==> src/rtl/router_pkg.sv <==
// Shared types and constants for the router input-side control.
// State encoding, invalid header address and FIFO count.
package router_pkg;

  localparam int FIFO_N = 3;
  localparam logic [1:0] ADDR_INVALID = 2'd3;

  typedef enum logic [2:0] {
    DECODE_ADDRESS,
    LOAD_FIRST_DATA,
    LOAD_DATA,
    FIFO_FULL_STATE,
    LOAD_AFTER_FULL,
    LOAD_PARITY,
    CHECK_PARITY_ERROR,
    WAIT_TILL_EMPTY
  } state_t;

  // Pick one per-FIFO flag by address; the invalid address selects nothing.
  function automatic logic fifo_sel(
    input logic [FIFO_N-1:0] v,
    input logic [1:0]        a
  );
    logic r;
    r = 1'b0;
    case (a)
      2'd0:    r = v[0];
      2'd1:    r = v[1];
      2'd2:    r = v[2];
      default: r = 1'b0;
    endcase
    return r;
  endfunction

endpackage

==> src/rtl/router_fsm.sv <==
// Packet control FSM for the 1x3 router input side.
// Optional invalid-header counter: define ROUTER_FSM_DROP_CNT_EN.
module router_fsm
  import router_pkg::*;
#(
  parameter int ADDR_W = 2
) (
  input  logic              clk,
  input  logic              resetn,
  input  logic              pkt_valid,
  input  logic [ADDR_W-1:0] data_in,
  input  logic              fifo_full,
  input  logic              fifo_empty_0,
  input  logic              fifo_empty_1,
  input  logic              fifo_empty_2,
  input  logic              soft_reset_0,
  input  logic              soft_reset_1,
  input  logic              soft_reset_2,
  input  logic              parity_done,
  input  logic              low_pkt_valid,
  output logic              detect_add,
  output logic              lfd_state,
  output logic              ld_state,
  output logic              laf_state,
  output logic              full_state,
  output logic              write_enb_reg,
  output logic              rst_int_reg,
  output logic              busy,
  output logic [7:0]        drop_cnt
);

  state_t            state;
  state_t            state_nx;
  logic [ADDR_W-1:0] addr_q;
  logic [FIFO_N-1:0] empty_v;
  logic [FIFO_N-1:0] sreset_v;
  logic              hdr_ok;
  logic              hdr_bad;
  logic              in_dec;
  logic              sreset_sel;

  assign empty_v  = {fifo_empty_2, fifo_empty_1, fifo_empty_0};
  assign sreset_v = {soft_reset_2, soft_reset_1, soft_reset_0};

  assign in_dec  = (state == DECODE_ADDRESS);
  assign hdr_bad = in_dec && pkt_valid
                && (data_in == ADDR_W'(ADDR_INVALID));
  assign hdr_ok  = in_dec && pkt_valid
                && (data_in != ADDR_W'(ADDR_INVALID));

  assign sreset_sel = fifo_sel(sreset_v, 2'(addr_q));

  // State register and header address latch
  always_ff @(posedge clk or negedge resetn) begin
    if (!resetn) begin
      state  <= DECODE_ADDRESS;
      addr_q <= '0;
    end else begin
      state <= state_nx;
      if (hdr_ok)
        addr_q <= data_in;
    end
  end

  // Next-state; selected-FIFO soft reset overrides everything
  always_comb begin
    state_nx = state;
    if (!in_dec && sreset_sel) begin
      state_nx = DECODE_ADDRESS;
    end else begin
      case (state)
        DECODE_ADDRESS: begin
          if (hdr_ok)
            state_nx = fifo_sel(empty_v, 2'(data_in))
                     ? LOAD_FIRST_DATA
                     : WAIT_TILL_EMPTY;
        end
        LOAD_FIRST_DATA:
          state_nx = LOAD_DATA;
        LOAD_DATA: begin
          if (fifo_full)
            state_nx = FIFO_FULL_STATE;
          else if (!pkt_valid)
            state_nx = LOAD_PARITY;
        end
        FIFO_FULL_STATE: begin
          if (!fifo_full)
            state_nx = LOAD_AFTER_FULL;
        end
        LOAD_AFTER_FULL: begin
          if (parity_done)
            state_nx = DECODE_ADDRESS;
          else if (low_pkt_valid)
            state_nx = LOAD_PARITY;
          else
            state_nx = LOAD_DATA;
        end
        LOAD_PARITY:
          state_nx = CHECK_PARITY_ERROR;
        CHECK_PARITY_ERROR:
          state_nx = fifo_full ? FIFO_FULL_STATE
                               : DECODE_ADDRESS;
        WAIT_TILL_EMPTY: begin
          if (fifo_sel(empty_v, 2'(addr_q)))
            state_nx = LOAD_FIRST_DATA;
        end
        default:
          state_nx = DECODE_ADDRESS;
      endcase
    end
  end

  // Moore output decode from the registered state
  always_comb begin
    detect_add    = (state == DECODE_ADDRESS);
    lfd_state     = (state == LOAD_FIRST_DATA);
    ld_state      = (state == LOAD_DATA);
    laf_state     = (state == LOAD_AFTER_FULL);
    full_state    = (state == FIFO_FULL_STATE);
    rst_int_reg   = (state == CHECK_PARITY_ERROR);
    write_enb_reg = (state == LOAD_DATA)
                 || (state == LOAD_PARITY)
                 || (state == LOAD_AFTER_FULL);
    busy          = !((state == DECODE_ADDRESS)
                 ||   (state == LOAD_DATA));
  end

`ifdef ROUTER_FSM_DROP_CNT_EN
  logic [7:0] drop_q;

  // Saturating count of invalid-address headers
  always_ff @(posedge clk or negedge resetn) begin
    if (!resetn)
      drop_q <= '0;
    else if (hdr_bad && (drop_q != 8'hff))
      drop_q <= drop_q + 8'd1;
  end

  assign drop_cnt = drop_q;
`else
  logic unused_bad;
  assign unused_bad = hdr_bad;
  assign drop_cnt   = '0;
`endif

endmodule

==> config.mk <==
export PLATFORM = sky130hd
export DESIGN_NAME = router_fsm
export DESIGN_NICKNAME = d
export VERILOG_FILES = /design/src/rtl/router_pkg.sv /design/src/rtl/router_fsm.sv
export SDC_FILE = /design/constraint.sdc
export NUM_CORES = 1
export LEC_CHECK = 0
export CORE_MARGIN = 2
export CORE_UTILIZATION = 39
export CTS_CLUSTER_SIZE = 30
export DETAILED_ROUTE_END_ITERATION = 10
export MAX_ROUTING_LAYER = met4
export PLACE_DENSITY = 0.88
export SETUP_SLACK_MARGIN = 0.15
export SYNTH_ARGS = -nofsm -noshare
export SYNTH_HDL_FRONTEND = slang
export SYNTH_SLANG_ARGS = --single-unit
==> constraint.sdc <==
create_clock -name clk -period 2 [get_ports clk]
set_input_delay 0.5 -clock clk [delete_from_list [all_inputs] [get_ports clk]]
set_output_delay 0.5 -clock clk [all_outputs]
set_load 0.03 [all_outputs]
* After elaboration in Yosys (flattened, before gate mapping) *
Cells that the tools add are included.

word-level totals
  logic and storage cells = 49
  output and inout bits = 16
  register bits = 5

cells by class
  multiplexer cells = 19
  reduce and logical (&&, ||, !) cells = 12
  eq/ne operators = 16

operators with widths
  cell                                                                   number
  3-bit 2-to-1 mux                                                       9
  3-bit one-hot mux with 8 select lines                                  1
  3-bit equality test, second input constant                             4
  1-bit one-hot mux with 3 select lines                                  3
  3-bit by 2-bit equality test with 1-bit output, second input constant  2
  3-bit by 2-bit != test with 1-bit output, second input constant        2
  1-bit 2-to-1 mux                                                       5
  2-bit by 1-bit equality test with 1-bit output, second input constant  2
  2-bit equality test, second input constant                             2
  2-bit zero test                                                        2
  4-bit by 3-bit != test with 1-bit output, second input constant        1
  4-bit AND reduction                                                    1
  3-bit by 1-bit equality test with 1-bit output, second input constant  1
  1-bit logical AND                                                      3
  3-bit zero test                                                        1
  1-bit logical OR                                                       3
  3-bit != test, second input constant                                   1
  1-bit zero test                                                        2
  2-bit 2-to-1 mux                                                       1
  2-bit != test, second input constant                                   1

* Logic depth before layout (Yosys ltp) *
Gate-level depths: netlist of run 1.

  depth after elaboration = 10
  gate-level depth with buffers = 6

* Worst setup path after synthesis of run 1 *
No wires, ideal clock.

  path type = register to output
  start point = reg state[2]
  end point = out write_enb_reg
  path slack = 0.104 ns
  data required time = 1.500 ns
  cell stages (with the launch flop) = 4
  data arrival time = 1.396 ns
  buffers on the path = 0
  cells stage by stage = dfrtp_1 > nand2b_1 > nor2_1 > o21bai_1

between the ends
  cells in the longest elaborated chain, start to end = 3
  elaborated cells between the ends (all ways) = 5

RTL lines
  item                                            RTL line           text
  start, declared                                 router_fsm.sv:32   state_t state;
  start signal, assigned                          router_fsm.sv:59   state <= state_nx;
  3-bit by 2-bit equality test with 1-bit output  -
  named net ld_state                              router_fsm.sv:23   output logic ld_state,
  1-bit logical OR                                router_fsm.sv:122  || (state == LOAD_PARITY)
  1-bit logical OR                                router_fsm.sv:123  || (state == LOAD_AFTER_FULL);
  end, declared                                   router_fsm.sv:26   output logic write_enb_reg,

The timed path passes the listed nets, and every way through them passes these cells.

* Worst setup path after layout of run 1 *
  start point = reg state[0]
  end point = out full_state

between the ends
  cells in the longest elaborated chain, start to end = 1

RTL lines
  item                                            RTL line           text
  3-bit by 2-bit equality test with 1-bit output  router_fsm.sv:119  full_state = (state == FIFO_FULL_STATE);
  end, declared                                   router_fsm.sv:25   output logic full_state,

No other way between the ends.

==> impl_metrics.toml, run 1 <==
[finish]
insertedDiodeCount = 0
fill_cells = 110
syn_to_final_growth_pct = 50.2
layout.nets = 108
layout_cell_share_with_drive_strength_beyond_1_pct = 26.9
layout_utilization_pct = 62.0

[floorplan]
dieHeight_um = 40.9
top_level_ports = 30
fp.coreArea_mm2 = 0.00128
die_area_mm2 = 0.00167
die_extent_in_x_um = 40.9
fp-row-count = 13
initial_utilization_pct = 41.3

[setup_path]
timing.critical_path.from = "state[0]"
timing.rr.start = "state[0]"
reg2reg_slack_ps = 550
path_class = "reg -> out"
timing.critical_path.arrival_ps = 1320
worstSetupStartpointType = "register"
timing.critical_path.to_type = "primary output"
crit_path_max_fanout = 6
worstPathRequired_ps = 1500

[run]
max_cap_viol_count = 0

[sta]
final-hold-violation-count = 0
skew_ps = 10.1
grt_setup_unrepaired = "yes"
finalCriticalPeriod_ps = 1820
final-max-slew-violation-count = 0
final-setup-viol-count = 0
final_period_util_pct = 91.1
setup_total_negative_slack_ps = 0
max_freq_mhz = 549

[synthesis]
mappedNetlistArea_um2 = 531
ys.warnings.count = 0
synthCells = 66
synthMostInstantiatedCell = "sky130_fd_sc_hd__buf_4"
synth.top_cells.by_area = "sky130_fd_sc_hd__dfrtp_1 24%, sky130_fd_sc_hd__buf_4 11%, sky130_fd_sc_hd__nor2_1 5.0%"
yosys_most_used_dff = "sky130_fd_sc_hd__dfrtp_1"
post-synth-top-area-fraction_pct = 23.6
synth.lib_cells_used.distinct = 37
post_synth.cell_area_avg_um2 = 8.04
synth_edf_count = 0
async_flop_share_pct = 100
netlist.top_cell.by_area = "sky130_fd_sc_hd__dfrtp_1"
post_synth_most_frequent_cells = "8 x sky130_fd_sc_hd__buf_4, 7 x sky130_fd_sc_hd__nor2_1, 5 x sky130_fd_sc_hd__dfrtp_1, 4 x sky130_fd_sc_hd__nand2_1"
synth_seq_cells = 5
synth.yosys.seq_area_share_pct = 23.6

[global_route]
gr_usage_total_pct = 18.2
grt_max_degree = 13
grt_pass1_vias = 431
grt_antenna_before_repair = 0
globalRouteOverflowTotal = 0
global_route_wire_length_before_repair_um = 1860

[cts]
cts.sinks = 5
clk_buf_depth = 2
worst_setup_hold_path_clk_slew_ps = 50
clk-insertion-delay-late_ps = 250
cts_htree_levels = 1
cts-buffers-inserted = 3
clockRootBuffer = "sky130_fd_sc_hd__clkbuf_4"
cts_tree = "done"

[detailed_routing]
met3_wirelength_um = 75
detailedRoute.firstPassIterationCount = 4
wl_met2_um = 625
top_signal_layer_used = "met4"
routed_metal_1_wire_length_um = 598
drt_first_iter_violations = 19
route.antenna.remaining_nets = 0
via_count = 557
drt_wl_total_um = 1310
avgRoutedWirePerCell_um = 12.1
detail_route.drc_violations = 0
post_detailed_route_via_to_cell_ratio = 5.16

[pwr]
p_per_area_mw_per_mm2 = 1430
power_mw = 1.14
p_leak_nw = 0.367
peakVddDrop_v = 0.000877

[worst_hold_path]
min-delay-path-class = "in -> async"

[place]
dpl.hpwl_um = 989
port-buffer-count = 21
place_congestion = 0.856

[outcome]
status = "completed"
routing by layer:
metal | global-route usage, % | vias up
met4 | 5.00 | 0
met2 | 27.0 | 17
li1 | - | 278
met5 | - | -
met3 | 8.15 | 2
met1 | 22.2 | 260
worst paths after layout:
kind                               to  depth (start not counted)
max                        full_state                          4
min in group clk            addr_q[0]                          1
min reg2reg                 addr_q[0]                          1
max in group asynchronous    state[0]                          1
min                          state[1]                          1
max reg2reg                  state[0]                          6
sequential cells by signal (all words and copies together), names as in the netlist:
name    flops
addr_q      2
state       3
final cells by class:
| type | instances | area, um^2 | area share (%) |
|---|---|---|---|
| Multi-Input combinational cell | 56 | 378 | 47.4 |
| Timing Repair Buffer | 26 | 239 | 30.0 |
| Sequential cell | 5 | 128 | 16.0 |
| Clock buffer | 4 | 26.3 | 3.30 |
| Tap cell | 15 | 18.8 | 2.35 |
| Inverter | 2 | 7.51 | 0.942 |
layout by cell type, fill, tap and decap left out, types with 2 or more instances in the layout:
cell type | netlist | final
sky130_fd_sc_hd__clkdlybuf4s50_1 | 0 | 13
sky130_fd_sc_hd__nor2b_1 | 3 | 2
sky130_fd_sc_hd__dfrtp_2 | 0 | 2
sky130_fd_sc_hd__buf_4 | 8 | 8
sky130_fd_sc_hd__mux2i_1 | 2 | 2
sky130_fd_sc_hd__nand2_1 | 4 | 4
sky130_fd_sc_hd__dfrtp_1 | 5 | 3
sky130_fd_sc_hd__a211oi_1 | 3 | 3
sky130_fd_sc_hd__clkbuf_4 | 0 | 3
sky130_fd_sc_hd__inv_1 | 2 | 2
sky130_fd_sc_hd__o21ai_0 | 2 | 2
sky130_fd_sc_hd__conb_1 | 1 | 8
sky130_fd_sc_hd__nor2_1 | 7 | 6
what timing repair did:
item,4_1_cts,5_1_grt
setup buffers,0,2
gates resized for setup,7,7
hold buffers,0,0
endpoints found under the setup margin,7,6
gates cloned,0,0
report_power, final:
part	switching (mW)	leakage, nW	internal, mW	total, mW
sequential	0.0760	0.0593	0.154	0.230
clock	0.0433	0.0150	0.0755	0.119
combinational	0.439	0.293	0.352	0.791
total	0.558	0.367	0.581	1.14
metrics by stage:
step           std cells  hold WS (ps)  instance area (um^2)  setup WS, ps
2_1_floorplan         73           204                   559           232
3_3_place_gp         102           573                   728          68.9
3_5_place_dp         102           580                   728          52.7
4_1_cts              106           470                   756          82.4
5_1_grt              108           474                   797           138
6_report             108           467                   797           178
logic make-up (layout without fill, tap and decap cells):
family                 Yosys count  after routing  synth area share [%]
other                            1              8                 0.707
buffers and inverters           12             32                  14.6
DFF                              5              5                  23.6
AOI/OAI and AO/OA               20             20                  28.8
and+or+nand+nor                 25             25                  26.4
muxes                            3              3                  5.90
worst max-delay path: stages (launching register included):
cell and delay, ps:
sky130_fd_sc_hd__dfrtp_2 440, sky130_fd_sc_hd__buf_4 170, sky130_fd_sc_hd__nor2b_2 160, sky130_fd_sc_hd__and2_1 150
sky130_fd_sc_hd__buf_4 160
(Power assumes the default switching activity.)
==> inputs of run 2 (changes only) <==
--- a/config.mk
+++ b/config.mk
@@ -11,7 +11,9 @@
 export DETAILED_ROUTE_END_ITERATION = 10
 export MAX_ROUTING_LAYER = met4
 export PLACE_DENSITY = 0.88
+export RECOVER_POWER = 25
 export SETUP_SLACK_MARGIN = 0.15
 export SYNTH_ARGS = -nofsm -noshare
 export SYNTH_HDL_FRONTEND = slang
 export SYNTH_SLANG_ARGS = --single-unit
+export TNS_END_PERCENT = 50
==> impl_metrics.toml, run 2 (synthesized netlist as in run 1, its figures left out) <==
[floorplan]
fp.coreArea_mm2 = 0.00128
dieHeight_um = 40.9
die_extent_in_x_um = 40.9
fp-row-count = 13
top_level_ports = 30
die_area_mm2 = 0.00167
initial_utilization_pct = 41.3

[finish]
layout.nets = 106
mostFrequentLayoutCells = "12 x sky130_fd_sc_hd__clkdlybuf4s50_1, 8 x sky130_fd_sc_hd__conb_1, 8 x sky130_fd_sc_hd__buf_4"
syn_to_final_growth_pct = 41.5
flip_flop_count_of_the_largest_register_all_copies_and_words_added = 3
layout_cell_share_with_drive_strength_beyond_1_pct = 23.1
max_flop_register = "state"
top_regs = "state (3), addr_q (2)"
fill_cells = 113
insertedDiodeCount = 0
layout.cells.most_common = "sky130_fd_sc_hd__clkdlybuf4s50_1"
design_area_um2 = 751

[detailed_routing]
drt_wl_total_um = 1230
detail_route.drc_violations = 0
avgRoutedWirePerCell_um = 11.6
post_detailed_route_via_to_cell_ratio = 5.20
via_count = 551
drt_first_iter_violations = 16
route.antenna.remaining_nets = 0
detailedRoute.firstPassIterationCount = 4

[setup_path]
path_class = "reg -> out"
timing.critical_path.to_type = "primary output"
worstPathCellList = "inv_1 -> buf_4 -> nor3b_2 -> buf_4"
crit_path_max_fanout = 8
cp_slowest_stage_delay_ps = 450
slowest_stage = "sky130_fd_sc_hd__dfrtp_1"
worstPathRequired_ps = 1500
timing.critical_path.arrival_ps = 1350
cpMostUsedCell = "sky130_fd_sc_hd__buf_4"
worstSetupStartpointType = "register"

[cts]
cts.sinks = 5
cts-buffers-inserted = 3
cts_htree_levels = 1
cts_setup_buffers = 0
clk_buf_depth = 2
cts_tree = "done"
worst_setup_hold_path_clk_slew_ps = 50
clk-insertion-delay-late_ps = 250
clockRootBuffer = "sky130_fd_sc_hd__clkbuf_4"

[global_route]
global_route_wire_length_before_repair_um = 1830
globalRouteOverflowTotal = 0
grt_max_degree = 13
gr_usage_total_pct = 17.9
grt_antenna_before_repair = 0
grt_pass1_vias = 422

[place]
place_congestion = 0.856
port-buffer-count = 21
dpl.hpwl_um = 989
area_after_dpl_um2 = 728

[sta]
max_freq_mhz = 540
final-hold-violation-count = 0
final_period_util_pct = 92.6
grt_setup_unrepaired = "yes"
final-setup-viol-count = 0
finalCriticalPeriod_ps = 1850
skew_ps = 10.3
setup_total_negative_slack_ps = 0
final-max-slew-violation-count = 0

[pwr]
peakVddDrop_v = 0.000878
p_per_area_mw_per_mm2 = 1410
p_leak_nw = 0.338

[run]
max_cap_viol_count = 0

[worst_hold_path]
min-delay-path-class = "in -> async"

[outcome]
status = "completed"
run 2: cell types whose count changed in the layout (fill, tap and decap cells not counted), sizes merged:
cell	change
buf	-1
dlygate4sd3	+1
clkdlybuf4s50	-1
dlymetal6s2s	-1
run 2: timing repair:
item                                    4_1_cts  5_1_grt
gates resized for setup                       5        3
endpoints found under the setup margin        7        7
hold buffers                                  0        0
run 2: metal layers:
layer | up-vias | track usage, % | share of wire (%)
met4 | 0 | 5.00 | 0
met3 | 0 | 8.15 | 7.6
met1 | 255 | 22.2 | 44
li1 | 273 | - | -
met2 | 23 | 25.8 | 49
met5 | - | - | 0
run 2: report_power, final:
group / switching [mW] / internal [mW] / leakage, nW / total, mW
Clock: 0.0432 / 0.0755 / 0.0150 / 0.119
Combinational: 0.409 / 0.307 / 0.262 / 0.716
Sequential: 0.0728 / 0.152 / 0.0607 / 0.225
Total: 0.525 / 0.534 / 0.338 / 1.06
run 2: worst max-delay path: cells and delay by family (launching register included):
kind / cells / cell delay (ps)
DFF: 1 / 450
and+or+nand+nor: 1 / 220
buffers and inverters: 3 / 430
run 2: stage by stage:
stage          worst slack [ps]  hold slack (ps)  instances  power (mW)  util [%]
2_1_floorplan               232              204         73       0.718         -
3_3_place_gp               68.9              573        102       0.941      56.7
3_5_place_dp               52.7              580        102       0.955      56.7
4_1_cts                    62.7              470        106        1.06      58.6
5_1_grt                    33.8              544        106        1.13      58.4
6_report                    148              541        106        1.06      58.4
run 2: area by class of cell:
class                   count  area, um^2  share of cell area (%)
flip-flops and latches      5         126                    16.8
clock buffers               4        26.3                    3.50
repair buffers             24         215                    28.7
multi-input cells          56         357                    47.5
inverters                   2        7.51                    1.00
well taps                  15        18.8                    2.50
run 2: final timing paths:
check                           cells past startpoint       from  slack [ps]           to
worst min register to register                      1  addr_q[0]         580    addr_q[0]
worst min-delay path                                1     resetn         540     state[2]
min in group clk                                    1  addr_q[0]         580    addr_q[0]
worst max-delay path                                4   state[2]         150  rst_int_reg
worst max register to register                      4   state[0]         600    addr_q[1]
max in group asynchronous                           1     resetn        1240     state[0]
